[src/rtl/puf_pkg.sv]
// Shared types and LFSR helpers for the arbiter-PUF challenge sequencer.
// Pure declarations: no latency or flow control of its own.
package puf_pkg;

  typedef enum logic [1:0] {
    ST_IDLE = 2'd0,
    ST_LOW  = 2'd1,
    ST_HIGH = 2'd2,
    ST_DONE = 2'd3
  } state_t;

  // Feedback taps for x^16+x^14+x^13+x^11+1 in Fibonacci form: bits 15,13,12,10.
  localparam logic [15:0] LFSR_TAPS     = 16'hB400;
  localparam logic [15:0] ZERO_SEED_SUB = 16'h0001;

  function automatic logic [15:0] lfsr_step(input logic [15:0] c);
    return {c[14:0], ^(c & LFSR_TAPS)};
  endfunction

endpackage

[src/rtl/puf_challenge_sequencer_if.sv]
// Control and PUF-side signals of the challenge sequencer; master = user/PUF side, slave = sequencer.
// Plain wires: no latency, start_i is a level request with no backpressure beyond busy_o.
interface puf_challenge_sequencer_if #(
  parameter int CHAL_W = 16,
  parameter int RESP_W = 32
);
  localparam int CNT_W = $clog2(RESP_W + 1);

  logic              start_i;
  logic [CHAL_W-1:0] seed_i;
  logic              busy_o;
  logic              done_o;
  logic [RESP_W-1:0] response_o;
  logic [CNT_W-1:0]  unstable_cnt_o;
  logic [CHAL_W-1:0] ichallenge;
  logic              ipulse;
  logic              oresponse;

  modport master (
    output start_i, seed_i, oresponse,
    input  busy_o, done_o, response_o, unstable_cnt_o, ichallenge, ipulse
  );

  modport slave (
    input  start_i, seed_i, oresponse,
    output busy_o, done_o, response_o, unstable_cnt_o, ichallenge, ipulse
  );

endinterface

[src/rtl/puf_resp_sync.sv]
// Two-flop synchroniser bringing the asynchronous arbiter output into the clock domain.
// Latency two edges; no flow control.
module puf_resp_sync (
  input  logic clk,
  input  logic rst,
  input  logic async_i,
  output logic sync_o
);

  logic meta_q;

  always_ff @(posedge clk) begin
    if (rst) begin
      meta_q <= 1'b0;
      sync_o <= 1'b0;
    end else begin
      meta_q <= async_i;
      sync_o <= meta_q;
    end
  end

endmodule

[src/rtl/puf_challenge_sequencer.sv]
// Expands a seed into LFSR challenges, races the PUF VOTES times per bit and majority-votes a response word.
// done_o after 1+RESP_W*VOTES*(SETTLE+HOLD) cycles; start_i is dropped (not queued) while busy.
module puf_challenge_sequencer
  import puf_pkg::*;
#(
  parameter int CHAL_W = 16,
  parameter int RESP_W = 32,
  parameter int VOTES  = 7,
  parameter int SETTLE = 4,
  parameter int HOLD   = 4
) (
  input  logic                     wb_clk_i,
  input  logic                     wb_rst_i,
  puf_challenge_sequencer_if.slave sif
);

  localparam int CNT_W   = $clog2(RESP_W + 1);
  localparam int ONES_W  = $clog2(VOTES + 1);
  localparam int PH_MAX  = (SETTLE > HOLD) ? SETTLE : HOLD;
  localparam int PH_W    = $clog2(PH_MAX);
  localparam int TRIAL_W = (VOTES > 1) ? $clog2(VOTES) : 1;
  localparam int BIT_W   = (RESP_W > 1) ? $clog2(RESP_W) : 1;

  localparam logic [PH_W-1:0]    SETTLE_LAST = PH_W'(SETTLE - 1);
  localparam logic [PH_W-1:0]    HOLD_LAST   = PH_W'(HOLD - 1);
  localparam logic [TRIAL_W-1:0] TRIAL_LAST  = TRIAL_W'(VOTES - 1);
  localparam logic [BIT_W-1:0]   BIT_LAST    = BIT_W'(RESP_W - 1);
  localparam logic [ONES_W-1:0]  ONES_ALL    = ONES_W'(VOTES);
  localparam logic [ONES_W-1:0]  ONES_HALF   = ONES_W'(VOTES / 2);

  state_t             state_q, state_nxt;
  logic [CHAL_W-1:0]  chal_q;
  logic [RESP_W-1:0]  resp_q;
  logic [CNT_W-1:0]   unst_q;
  logic [PH_W-1:0]    ph_q;
  logic [TRIAL_W-1:0] trial_q;
  logic [BIT_W-1:0]   bit_q;
  logic [ONES_W-1:0]  ones_q;
  logic               resp_sync;

  puf_resp_sync u_sync (
    .clk     (wb_clk_i),
    .rst     (wb_rst_i),
    .async_i (sif.oresponse),
    .sync_o  (resp_sync)
  );

  logic              high_end, last_trial, last_bit, voted, unanimous;
  logic [ONES_W-1:0] ones_nxt;

  assign high_end   = (state_q == ST_HIGH) && (ph_q == HOLD_LAST);
  assign last_trial = (trial_q == TRIAL_LAST);
  assign last_bit   = (bit_q == BIT_LAST);
  assign ones_nxt   = ones_q + ONES_W'(resp_sync);
  assign voted      = (ones_nxt > ONES_HALF);
  assign unanimous  = (ones_nxt == '0) || (ones_nxt == ONES_ALL);

  always_ff @(posedge wb_clk_i) begin
    if (wb_rst_i) state_q <= ST_IDLE;
    else          state_q <= state_nxt;
  end

  always_comb begin
    state_nxt = state_q;
    unique case (state_q)
      ST_IDLE: if (sif.start_i) state_nxt = ST_LOW;
      ST_LOW:  if (ph_q == SETTLE_LAST) state_nxt = ST_HIGH;
      ST_HIGH: if (high_end) state_nxt = (last_trial && last_bit) ? ST_DONE : ST_LOW;
      ST_DONE: state_nxt = ST_IDLE;
      default: state_nxt = ST_IDLE;
    endcase
  end

  always_comb begin
    sif.busy_o = (state_q != ST_IDLE);
    sif.done_o = (state_q == ST_DONE);
    sif.ipulse = (state_q == ST_HIGH);
  end

  assign sif.ichallenge     = chal_q;
  assign sif.response_o     = resp_q;
  assign sif.unstable_cnt_o = unst_q;

  always_ff @(posedge wb_clk_i) begin
    if (wb_rst_i) begin
      chal_q  <= '0;
      resp_q  <= '0;
      unst_q  <= '0;
      ph_q    <= '0;
      trial_q <= '0;
      bit_q   <= '0;
      ones_q  <= '0;
    end else begin
      unique case (state_q)
        ST_IDLE: begin
          if (sif.start_i) begin
            chal_q  <= (sif.seed_i == '0) ? ZERO_SEED_SUB : sif.seed_i;
            resp_q  <= '0;
            unst_q  <= '0;
            ph_q    <= '0;
            trial_q <= '0;
            bit_q   <= '0;
            ones_q  <= '0;
          end
        end
        ST_LOW: ph_q <= (ph_q == SETTLE_LAST) ? '0 : ph_q + 1'b1;
        ST_HIGH: begin
          if (ph_q == HOLD_LAST) begin
            ph_q <= '0;
            if (last_trial) begin
              // Challenge only moves here, so it is stable for the whole HIGH phase.
              resp_q  <= {resp_q[RESP_W-2:0], voted};
              unst_q  <= unanimous ? unst_q : unst_q + 1'b1;
              ones_q  <= '0;
              trial_q <= '0;
              bit_q   <= bit_q + 1'b1;
              chal_q  <= lfsr_step(chal_q);
            end else begin
              ones_q  <= ones_nxt;
              trial_q <= trial_q + 1'b1;
            end
          end else begin
            ph_q <= ph_q + 1'b1;
          end
        end
        default: ;
      endcase
    end
  end

endmodule

[src/flat_wrapper.sv]
// flat-port wrapper written by rule: the top's interface ports become plain ports
module puf_challenge_sequencer_flat import puf_pkg::*;
#(
  parameter int CHAL_W = 16,
  parameter int RESP_W = 32,
  parameter int VOTES  = 7,
  parameter int SETTLE = 4,
  parameter int HOLD   = 4
)
  (wb_clk_i, wb_rst_i, sif_start_i, sif_seed_i, sif_oresponse, sif_busy_o, sif_done_o, sif_response_o, sif_unstable_cnt_o, sif_ichallenge, sif_ipulse);
  puf_challenge_sequencer_if #(.CHAL_W(CHAL_W), .RESP_W(RESP_W)) sif_i ();
  input  logic wb_clk_i;
  input  logic wb_rst_i;
  input wire logic [$bits(sif_i.start_i)-1:0] sif_start_i;
  input wire logic [$bits(sif_i.seed_i)-1:0] sif_seed_i;
  input wire logic [$bits(sif_i.oresponse)-1:0] sif_oresponse;
  output wire logic [$bits(sif_i.busy_o)-1:0] sif_busy_o;
  output wire logic [$bits(sif_i.done_o)-1:0] sif_done_o;
  output wire logic [$bits(sif_i.response_o)-1:0] sif_response_o;
  output wire logic [$bits(sif_i.unstable_cnt_o)-1:0] sif_unstable_cnt_o;
  output wire logic [$bits(sif_i.ichallenge)-1:0] sif_ichallenge;
  output wire logic [$bits(sif_i.ipulse)-1:0] sif_ipulse;
  assign sif_i.start_i = sif_start_i;
  assign sif_i.seed_i = sif_seed_i;
  assign sif_i.oresponse = sif_oresponse;
  assign sif_busy_o = sif_i.busy_o;
  assign sif_done_o = sif_i.done_o;
  assign sif_response_o = sif_i.response_o;
  assign sif_unstable_cnt_o = sif_i.unstable_cnt_o;
  assign sif_ichallenge = sif_i.ichallenge;
  assign sif_ipulse = sif_i.ipulse;
  puf_challenge_sequencer #(.CHAL_W(CHAL_W), .RESP_W(RESP_W), .VOTES(VOTES), .SETTLE(SETTLE), .HOLD(HOLD)) u_core (.wb_clk_i(wb_clk_i), .wb_rst_i(wb_rst_i), .sif(sif_i));
endmodule
[config.mk]
export PLATFORM = sky130hd
export DESIGN_NAME = puf_challenge_sequencer_flat
export DESIGN_NICKNAME = d
export VERILOG_FILES = /design/src/rtl/puf_pkg.sv /design/src/rtl/puf_challenge_sequencer_if.sv /design/src/rtl/puf_resp_sync.sv /design/src/rtl/puf_challenge_sequencer.sv /design/src/flat_wrapper.sv
export SDC_FILE = /design/constraint.sdc
export NUM_CORES = 1
export LEC_CHECK = 0
export CAP_MARGIN = 20
export CORE_MARGIN = 2
export CORE_UTILIZATION = 35
export CTS_CLUSTER_SIZE = 14
export DETAILED_ROUTE_END_ITERATION = 16
export PLACE_DENSITY = 0.63
export SETUP_SLACK_MARGIN = 0.05
export SLEW_MARGIN = 20
export SYNTH_ARGS = -nofsm -noshare
export SYNTH_HDL_FRONTEND = slang
export SYNTH_HIERARCHICAL = 1
export SYNTH_SLANG_ARGS = --single-unit
[constraint.sdc]
create_clock -name wb_clk_i -period 3 [get_ports wb_clk_i]
set_clock_uncertainty 0.1 [all_clocks]
set_input_delay 0.45 -clock wb_clk_i [delete_from_list [all_inputs] [get_ports wb_clk_i]]
set_output_delay 0.45 -clock wb_clk_i [all_outputs]
set_load 0.05 [all_outputs]
# After elaboration in Yosys (flattened, before gate mapping)
# Cells that the tools add are included.
op_classes:
  n_mul: 0
  n_bitwise: 0
  n_eq_ne: 13
  n_div: 0
  n_reduce_logical: 16
  shift: 0
  mux: 33
  n_lt_le_gt_ge: 1
  n_addsub: 5
ops:
  columns: ["cell", "n"]
  rows:
  - ["two-way mux 32 bit", 3]
  - ["two-way mux 16 bit", 4]
  - ["case mux 32 bit (2 select lines)", 1]
  - ["case mux 16 bit (2 select lines)", 1]
  - ["two-way mux 6 bit", 4]
  - ["logical NOT 16 bit", 1]
  - ["XOR reduction 16 bit", 1]
  - ["two-way mux 3 bit", 5]
  - ["two-way mux 5 bit", 3]
  - ["two-way mux 2 bit", 6]
  - ["case mux 3 bit (2 select lines)", 2]
  - ["case mux 6 bit (2 select lines)", 1]
  - ["case mux 5 bit (2 select lines)", 1]
  - ["!= test 2 x 1 -> 1 bit (second input constant)", 4]
  - ["case mux 2 bit (4 select lines)", 1]
  - ["adder 6 x 1 -> 6 bit (second input constant)", 1]
  - ["== test 2 bit (second input constant)", 3]
  - ["== test 3 bit (second input constant)", 2]
  - ["AND reduction 3 bit", 2]
  - ["nonzero test 2 bit", 3]
  - ["adder 5 x 1 -> 5 bit (second input constant)", 1]
  - ["== test 5 bit (second input constant)", 1]
  - ["AND reduction 5 bit", 1]
  - ["!= test 2 bit (second input constant)", 2]
  - ["13 further kinds", 14]
word_totals:
  latchBits: 0
  reg_bits: 71
  memories: 0
  mem_bits_rw: 0
  romBits: 0
  inputBits: 20
  out_inout_bits: 57

# Depth between registers and ports, before layout
# Gate-level depths: netlist of run 1.
logic_depth:
  depth_word: 7
  ltp_mapped: 9
  depth_no_buf: 6

# Cells and area by module
# The synthesis of run 1 kept the hierarchy.
by_module_without_submodules:
  columns: ["module", "area_each_um2", "n_inst", "seq_area_each_um2", "cells_per_inst"]
  rows:
  - ["puf_challenge_sequencer", 3084.2, 1, 1381.3, 365]
  - ["puf_resp_sync", 52.6, 1, 40.0, 4]

# Least setup slack after synthesis of run 1
# Ideal clock, no wire load.
synth_timing:
  path_kind: "reg-to-reg"
  startpoint: "register u_core.state_q[0]"
  endpoint: "register u_core.unst_q[1], in the netlist u_core/sif.unstable_cnt_o[1]"
  n_path_buf: 3
  stages_incl_launch_ff: 10
  arrival_ps: 2094
  path_slack_ps: 674
  cell_sequence: "dfxtp_1 > inv_1 > ha_1 > buf_4 > mux2_2 > o211a_1 > buf_2 > buf_2 > nand4_1 > a21oi_1"
synth_via:
  elab_chain_cells: 3
  elab_cells_between_ends: 9
  cone_classes: "eq/ne: 5; mux: 1; reduce/logical: 3"
synth_rtl:
  columns: ["item", "line", "rtl"]
  rows:
  - ["start: declaration", "puf_challenge_sequencer.sv:31", "state_t state_q, state_nxt;"]
  - ["start signal: assignment", "puf_challenge_sequencer.sv:60", "else state_q <= state_nxt;"]
  - ["== test 2 bit *", null, null]
  - ["via sif_ipulse", "flat_wrapper.sv:22", "output wire logic [$bits(sif_i.ipulse)-1:0] sif_ipulse;"]
  - ["!= test 2 bit (no source line) (tied with other cells)", null, null]
  - ["AND reduction 5 bit (no source line)", null, null]
  - ["end signal: assignment", "puf_challenge_sequencer.sv:113", "unst_q <= unanimous ? unst_q : unst_q + 1'b1;"]
  - ["end: declaration", "puf_challenge_sequencer.sv:34", "logic [CNT_W-1:0] unst_q;"]
# Mark *: on every way through the listed nets, which the timed path passes. The rest lies on a longest branch.
# A chain may end at the register's enable or synchronous reset.

# Worst setup path in the final report of run 1
layout_timing:
  startpoint: "register u_core.state_q[0]"
  endpoint: "output sif_busy_o"
layout_via:
  elab_chain_cells: 1
layout_rtl:
  columns: ["item", "line", "rtl"]
  rows:
  - ["nonzero test 2 bit", "puf_challenge_sequencer.sv:75", "sif.busy_o = (state_q != ST_IDLE);"]
  - ["end: declaration", "flat_wrapper.sv:17", "output wire logic [$bits(sif_i.busy_o)-1:0] sif_busy_o;"]
# Every way passes these cells.

==> results of run 1 <==
[cell usage after synthesis, types with 3 or more instances]
cell type  instances
nand2b_1           3
nand3b_1           3
or4_1              3
a221oi_1           9
mux2i_1            8
a21oi_1           44
nor4_1             7
nand2_1           43
a211oi_1           7
o311ai_0           3
nor2_1            24
clkbuf_1          10
nor3_1            13
and3_1             3
dfxtp_1           71
or3_1              4
ha_1              11
a32oi_1            3
buf_4              3
inv_1              6
o21ai_0            7
a31oi_1            4
buf_2             11
buf_1              4
nand4_1            3
nor2b_1            3
nand3_1           40
[worst max-delay path: cells and delay by family, from the launching register on]
kind | cells | cell delay (ns)
adder cells (fa/ha/maj) | 1 | 0.28
buffers and inverters | 3 | 0.97
flip-flops | 1 | 0.36
[how the worst max path moves through the flow]
stage	start	endpoint	cells after the start
floorplan	u_core/state_q[0]	u_core/sif.unstable_cnt_o[1]	9
global placement	sif_seed_i[11]	u_core/sif.ichallenge[0]	5
detailed placement	sif_seed_i[11]	u_core/sif.ichallenge[5]	5
CTS	u_core/state_q[1]	sif_busy_o	4
global route	u_core/state_q[1]	sif_busy_o	4
finish	u_core/state_q[0]	sif_busy_o	4
[sequential cells by signal, summed over array words and instances (netlist names)]
register	cells
u_core/sif.response_o	32
u_core/sif.unstable_cnt_o	6
u_core/u_sync/meta_q	1
u_core/trial_q	3
u_core/bit_q	5
u_core/sif.ichallenge	16
u_core/ph_q	2
u_core/ones_q	3
u_core/state_q	2
u_core/u_sync/sync_o	1
[through the flow]
| stage | hold WS (ns) | instance area, um2 | total power, mW | util [%] | setup slack, ns |
|---|---|---|---|---|---|
| 4_1_cts | 0.348 | 4150 | 3.35 | 47.6 | 0.478 |
| 5_1_grt | 0.372 | 4150 | 3.52 | 47.6 | 0.372 |
| 2_1_floorplan | 0.314 | 3140 | 2.22 | - | 0.674 |
| 6_report | 0.342 | 4150 | 3.31 | 47.6 | 0.512 |
| 3_3_place_gp | 0.318 | 3970 | 2.62 | 45.5 | 0.452 |
| 3_5_place_dp | 0.329 | 3970 | 2.63 | 45.5 | 0.390 |
[metal layers]
| layer | GRT usage (%) | share of wire [%] |
|---|---|---|
| met5 | 0 | 0 |
| met4 | 5.48 | 1.2 |
| met3 | 4.82 | 6.5 |
| met2 | 26.2 | 45 |
| met1 | 21.3 | 47 |
[final cells by class]
cell class	count	area share, %
clock buffers	10	3.32
clock inverters	6	1.09
inverters	6	0.543
multi-input cells	264	37.9
flip-flops and latches	71	34.3
well taps	108	3.26
repair buffers	82	19.6
[kinds of logic after synthesis]
family | Yosys count | share of synthesized area (%)
adder cells (fa/ha/maj) | 11 | 4.39
XOR/XNOR | 4 | 1.36
AND/OR/NAND/NOR | 154 | 23.7
multiplexers | 10 | 3.27
flip-flops | 71 | 45.3
buffers and inverters | 34 | 4.87
AO/OA/AOI/OAI | 85 | 17.1
[power by group through the flow]
stage / clock, mW / combinational (mW) / sequential (mW)
6_report: 0.698 / 1.49 / 1.13
5_1_grt: 0.767 / 1.61 / 1.14
4_1_cts: 0.726 / 1.49 / 1.13
3_5_place_dp: 0 / 1.49 / 1.15
3_3_place_gp: 0 / 1.47 / 1.15
2_1_floorplan: 0 / 0.818 / 1.40
==> qor.txt, run 1 <==
status: finished, final reports clean
Hold Crit Class: reg -> reg
drt wl/cell: 14.5 um
maximum clock path buffer count: 2
final RePlAce weighted congestion: 0.790
Avg Cell Area, Syn: 8.50 um2
Std-Cell Rows: 34
vias in the first global route: 2793
number of post-CTS setup repair buffers: 0
Crit Path Category: reg -> out
VDD IR max: 0.561 mV
Flop pwr share: 34.1%
Internal: 1.82 mW
Final Setup Violations: 0
Max-Cap Viols: 0
Hold Path Origin: u_core/u_sync/meta_q
clock sink count: 71
ys async rst share: 0%
Sw Pwr: 1.49 mW
Worst EP arrival: 1.94 ns
Starting Density: 36.0%
die area: 0.00974 mm2
commonest non-fill, non-tap cell in the layout: clkdlybuf4s50_1
num ports: 77
setup tns final: 0 ns
power density over the cells: 798 mW/mm2
# H-tree levels: 3
Final ANT Viol Nets: 0
Crit path largest cell delay: 0.79 ns
RSZ-0062 raised after global routing: no
Yosys top cell area share: 45.3%
Seq/Total Area, Yosys: 45.3%
leak pwr: 1.38 nW
CTS Hold Bufs: 0
Critical Path Fanout Max: 6
Yosys warnings: 6
Reg2Reg Depth: 7
worst-path cell chain: inv_1, ha_1, inv_1, clkdlybuf4s50_1
Yosys reg bits: 71
total iterations of the first detailed-routing run: 4
r2r setup slk: 0.67 ns
GRT Util Overall: 16.4%
Post-Layout Cell Count: 547
# resized after CTS: 0
Worst path most repeated cell: inv_1
total CTS buffers: 9
Slowest-stage cell, CP: clkdlybuf4s50_1
Synth Instances: 369
Nets: 465
Port Buf Inserts: 76
DP Cell Count: 531
gr ovfl total: 0
DR iter-0 viols: 124
sequential cell area: 0.00142 mm2
relative slew slack: 35.3%
fraction of layout instances using a drive strength above 1: 7.52%
Netlist cell types: 43
commonest cells after routing, fill and taps aside: 75 x clkdlybuf4s50_1, 71 x dfxtp_1, 44 x a21oi_1
clock power share: 21.1%
initial antenna violation count: 0
final critical-path share of the clock period: 82.9%
CTS tree: yes
Post-synth EDFFs: 0
worst-skew pair later-pin latency: 0.34 ns
Hold Path Stages: 1
clk slew on worst S/H paths: 0.08 ns
R2R Path Start: u_core/state_q[0]
Sw Ratio: 45.1%
worst slew pin tran: 0.957 ns
Yosys top cell by area: dfxtp_1
Multi-input gate area: 0.00157 mm2
hpwl dp: 5.23 mm
Comb pwr share: 44.9%
WP data required: 2.45 ns
core region area: 0.00872 mm2
Filler cells: 852
Fin. Hold Viols: 0
routed wire length: 7.91 mm
ys flop type: dfxtp_1
WHS Endpoint: u_core/u_sync/sync_o
die height: 98.7 um
Worst setup SP type: flip-flop
top cells by area, synth: dfxtp_1 45%, a21oi_1 7.0%, nand3_1 6.4%
Area Overhead vs Synth: 32.3%
Max Freq: 0.402 GHz
pin count of the biggest net entering global routing: 59
Vias/cell: 5.36
Mapped Nets: 400
n_diodes: 0
Chip Width: 98.7 um
# DRC: 0
Root Driver: clkbuf_8
first-pass GRT wire length: 13.2 mm
via count: 2933
CP Capture Type: primary output
r2r endpoint: u_core/state_q[0]
final-report max-slew violation count: 0
Tmin final: 2.49 ns
synthesized area: 0.00314 mm2
Power figures use the tool's default switching activity.
==> run 2, diff against run 1 <==
- clock period: 3 -> 2.6 ns (I/O delays scaled with it)
==> run 2 against run 1 <==
Total power grew 19%. Via count grew 1.2%. Clock-buffer cell count grew 1. Combinational power grew 17%. Worst hold slack gained 0.0072 ns. First-iteration DRC count grew 19%. Die area is the same. Critical path type unchanged. Critical endpoint unchanged. Largest power group unchanged.
==> qor.txt, run 2 (synthesis gave the netlist of run 1 again) <==
commonest non-fill, non-tap cell in the layout: clkdlybuf4s50_1 (unchanged)
core region area: 0.00872 mm2 (unchanged)
clock sink count: 71 (unchanged)
initial antenna violation count: 0 (unchanged)
final critical-path share of the clock period: 92.9%
worst-skew pair later-pin latency: 0.33 ns (was 0.34 ns)
relative slew slack: 58.1% (was 35.3%)
Port Buf Inserts: 76 (unchanged)
Chip Width: 98.7 um (unchanged)
drt wl/cell: 14.4 um (was 14.5 um)
Max Freq: 0.414 GHz
first-pass GRT wire length: 13.5 mm (was 13.2 mm)
total iterations of the first detailed-routing run: 4 (unchanged)
CTS Hold Bufs: 0 (unchanged)
CTS tree: yes (unchanged)
Core Util, Final: 48.4% (was 47.6%)
Tmin final: 2.42 ns
commonest cells after routing, fill and taps aside: 74 x clkdlybuf4s50_1, 71 x dfxtp_1, 44 x a21oi_1 (was 75 x clkdlybuf4s50_1, 71 x dfxtp_1, 44 x a21oi_1)
Starting Density: 36.0% (unchanged)
Root Driver: clkbuf_8 (unchanged)
gr ovfl total: 0 (unchanged)
clk slew on worst S/H paths: 0.08 ns (about the same)
Worst EP arrival: 1.93 ns (was 1.94 ns)
final-report max-slew violation count: 0 (unchanged)
hpwl dp: 5.38 mm (was 5.23 mm)
n_diodes: 0 (unchanged)
number of post-CTS setup repair buffers: 0 (unchanged)
maximum clock path buffer count: 2 (unchanged)
Final Setup Violations: 0 (unchanged)
Hold Crit Class: reg -> reg (unchanged)
Nets: 468 (was 465)
leak pwr: 1.43 nW (was 1.38 nW)
Max-Cap Viols: 0 (unchanged)
pin count of the biggest net entering global routing: 56 (was 59)
final RePlAce weighted congestion: 0.842 (was 0.790)
WP data required: 2.11 ns (was 2.45 ns)
DR iter-0 viols: 147 (was 124)
RSZ-0062 raised after global routing: no (unchanged)
# H-tree levels: 3 (unchanged)
total CTS buffers: 9 (unchanged)
max reg flops: 32 (unchanged)
routed wire length: 7.93 mm (was 7.91 mm)
setup tns final: 0 ns (unchanged)
Worst setup SP type: flip-flop (unchanged)
Final ANT Viol Nets: 0 (unchanged)
die area: 0.00974 mm2 (unchanged)
Vias/cell: 5.40 (was 5.36)
CP Capture Type: primary output (unchanged)
die height: 98.7 um (unchanged)
Critical Path Fanout Max: 6 (unchanged)
# DRC: 0 (unchanged)
GRT Util Overall: 16.4% (about the same)
Fin. Hold Viols: 0 (unchanged)
worst slew pin tran: 0.628 ns (was 0.957 ns)
vias in the first global route: 2917 (was 2793)
# resized after CTS: 0 (unchanged)
VDD IR max: 0.620 mV (was 0.561 mV)
via count: 2969 (was 2933)
Std-Cell Rows: 34 (unchanged)
Area Overhead vs Synth: 34.5% (was 32.3%)
status: finished, final reports clean (unchanged)
power density over the cells: 936 mW/mm2 (was 798 mW/mm2)
Filler cells: 835 (was 852)
Crit Path Category: reg -> out (unchanged)
fraction of layout instances using a drive strength above 1: 8.37% (was 7.52%)
num ports: 77 (unchanged)
r2r setup slk: 0.44 ns (was 0.67 ns)
run 2: changes by cell type in the layout (fill, tap and decap cells not counted), sizes merged:
| cell | delta |
|---|---|
| clkinv | +1 |
| inv | -1 |
| buf | +4 |
| bufinv | +1 |
| clkinvlp | -2 |
| clkdlybuf4s50 | -1 |
| clkbuf | +1 |
run 2: layout make-up:
type | instances | area (um2) | share of cell area [%]
Timing Repair Buffer | 85 | 858 | 20.3
Multi-Input combinational cell | 264 | 1570 | 37.3
Inverter | 6 | 22.5 | 0.534
Clock inverter | 5 | 56.3 | 1.33
Tap cell | 108 | 135 | 3.20
Sequential cell | 71 | 1420 | 33.7
Clock buffer | 11 | 151 | 3.59
run 2: metal layers:
| layer | track usage (%) | vias up | share of wire [%] |
|---|---|---|---|
| met2 | 26.4 | 99 | 46 |
| li1 | - | 1479 | - |
| met4 | 5.90 | 0 | 1.3 |
| met3 | 4.40 | 10 | 7.2 |
| met1 | 21.2 | 1381 | 45 |
| met5 | 0 | - | 0 |
run 2: final timing paths:
check	from	end	depth (start not counted)
worst max-delay path	u_core/state_q[1]	sif_busy_o	4
worst min-delay path	u_core/u_sync/meta_q	u_core/u_sync/sync_o	1
worst max register to register	u_core/ones_q[0]	u_core/sif.unstable_cnt_o[3]	6
worst min register to register	u_core/u_sync/meta_q	u_core/u_sync/sync_o	1
run 2: per-stage QoR:
stage	setup slack [ns]	total power, mW	hold slack (ns)	cell area [um2]	cells
after CTS	0.154	3.99	0.349	4220	550
after detailed placement	0.300	3.07	0.330	4010	534
final	0.185	3.95	0.349	4220	550
after global placement	0.331	3.06	0.322	4010	534
after floorplan	0.274	2.56	0.314	3140	369
after global routing	0.0738	4.21	0.381	4220	550
run 2: worst max-delay path, cell delays in order, from the launching register on:
cell	delay [ns]
dfxtp_1	0.40
inv_1	0.10
ha_1	0.25
inv_1	0.07
clkdlybuf4s50_1	0.79
run 2: report_power, final:
| group | switching [mW] | internal, mW | leakage (nW) |
|---|---|---|---|
| logic | 1.18 | 0.559 | 0.746 |
| registers | 0.105 | 1.20 | 0.576 |
| clock network | 0.408 | 0.494 | 0.105 |
| total | 1.69 | 2.26 | 1.43 |
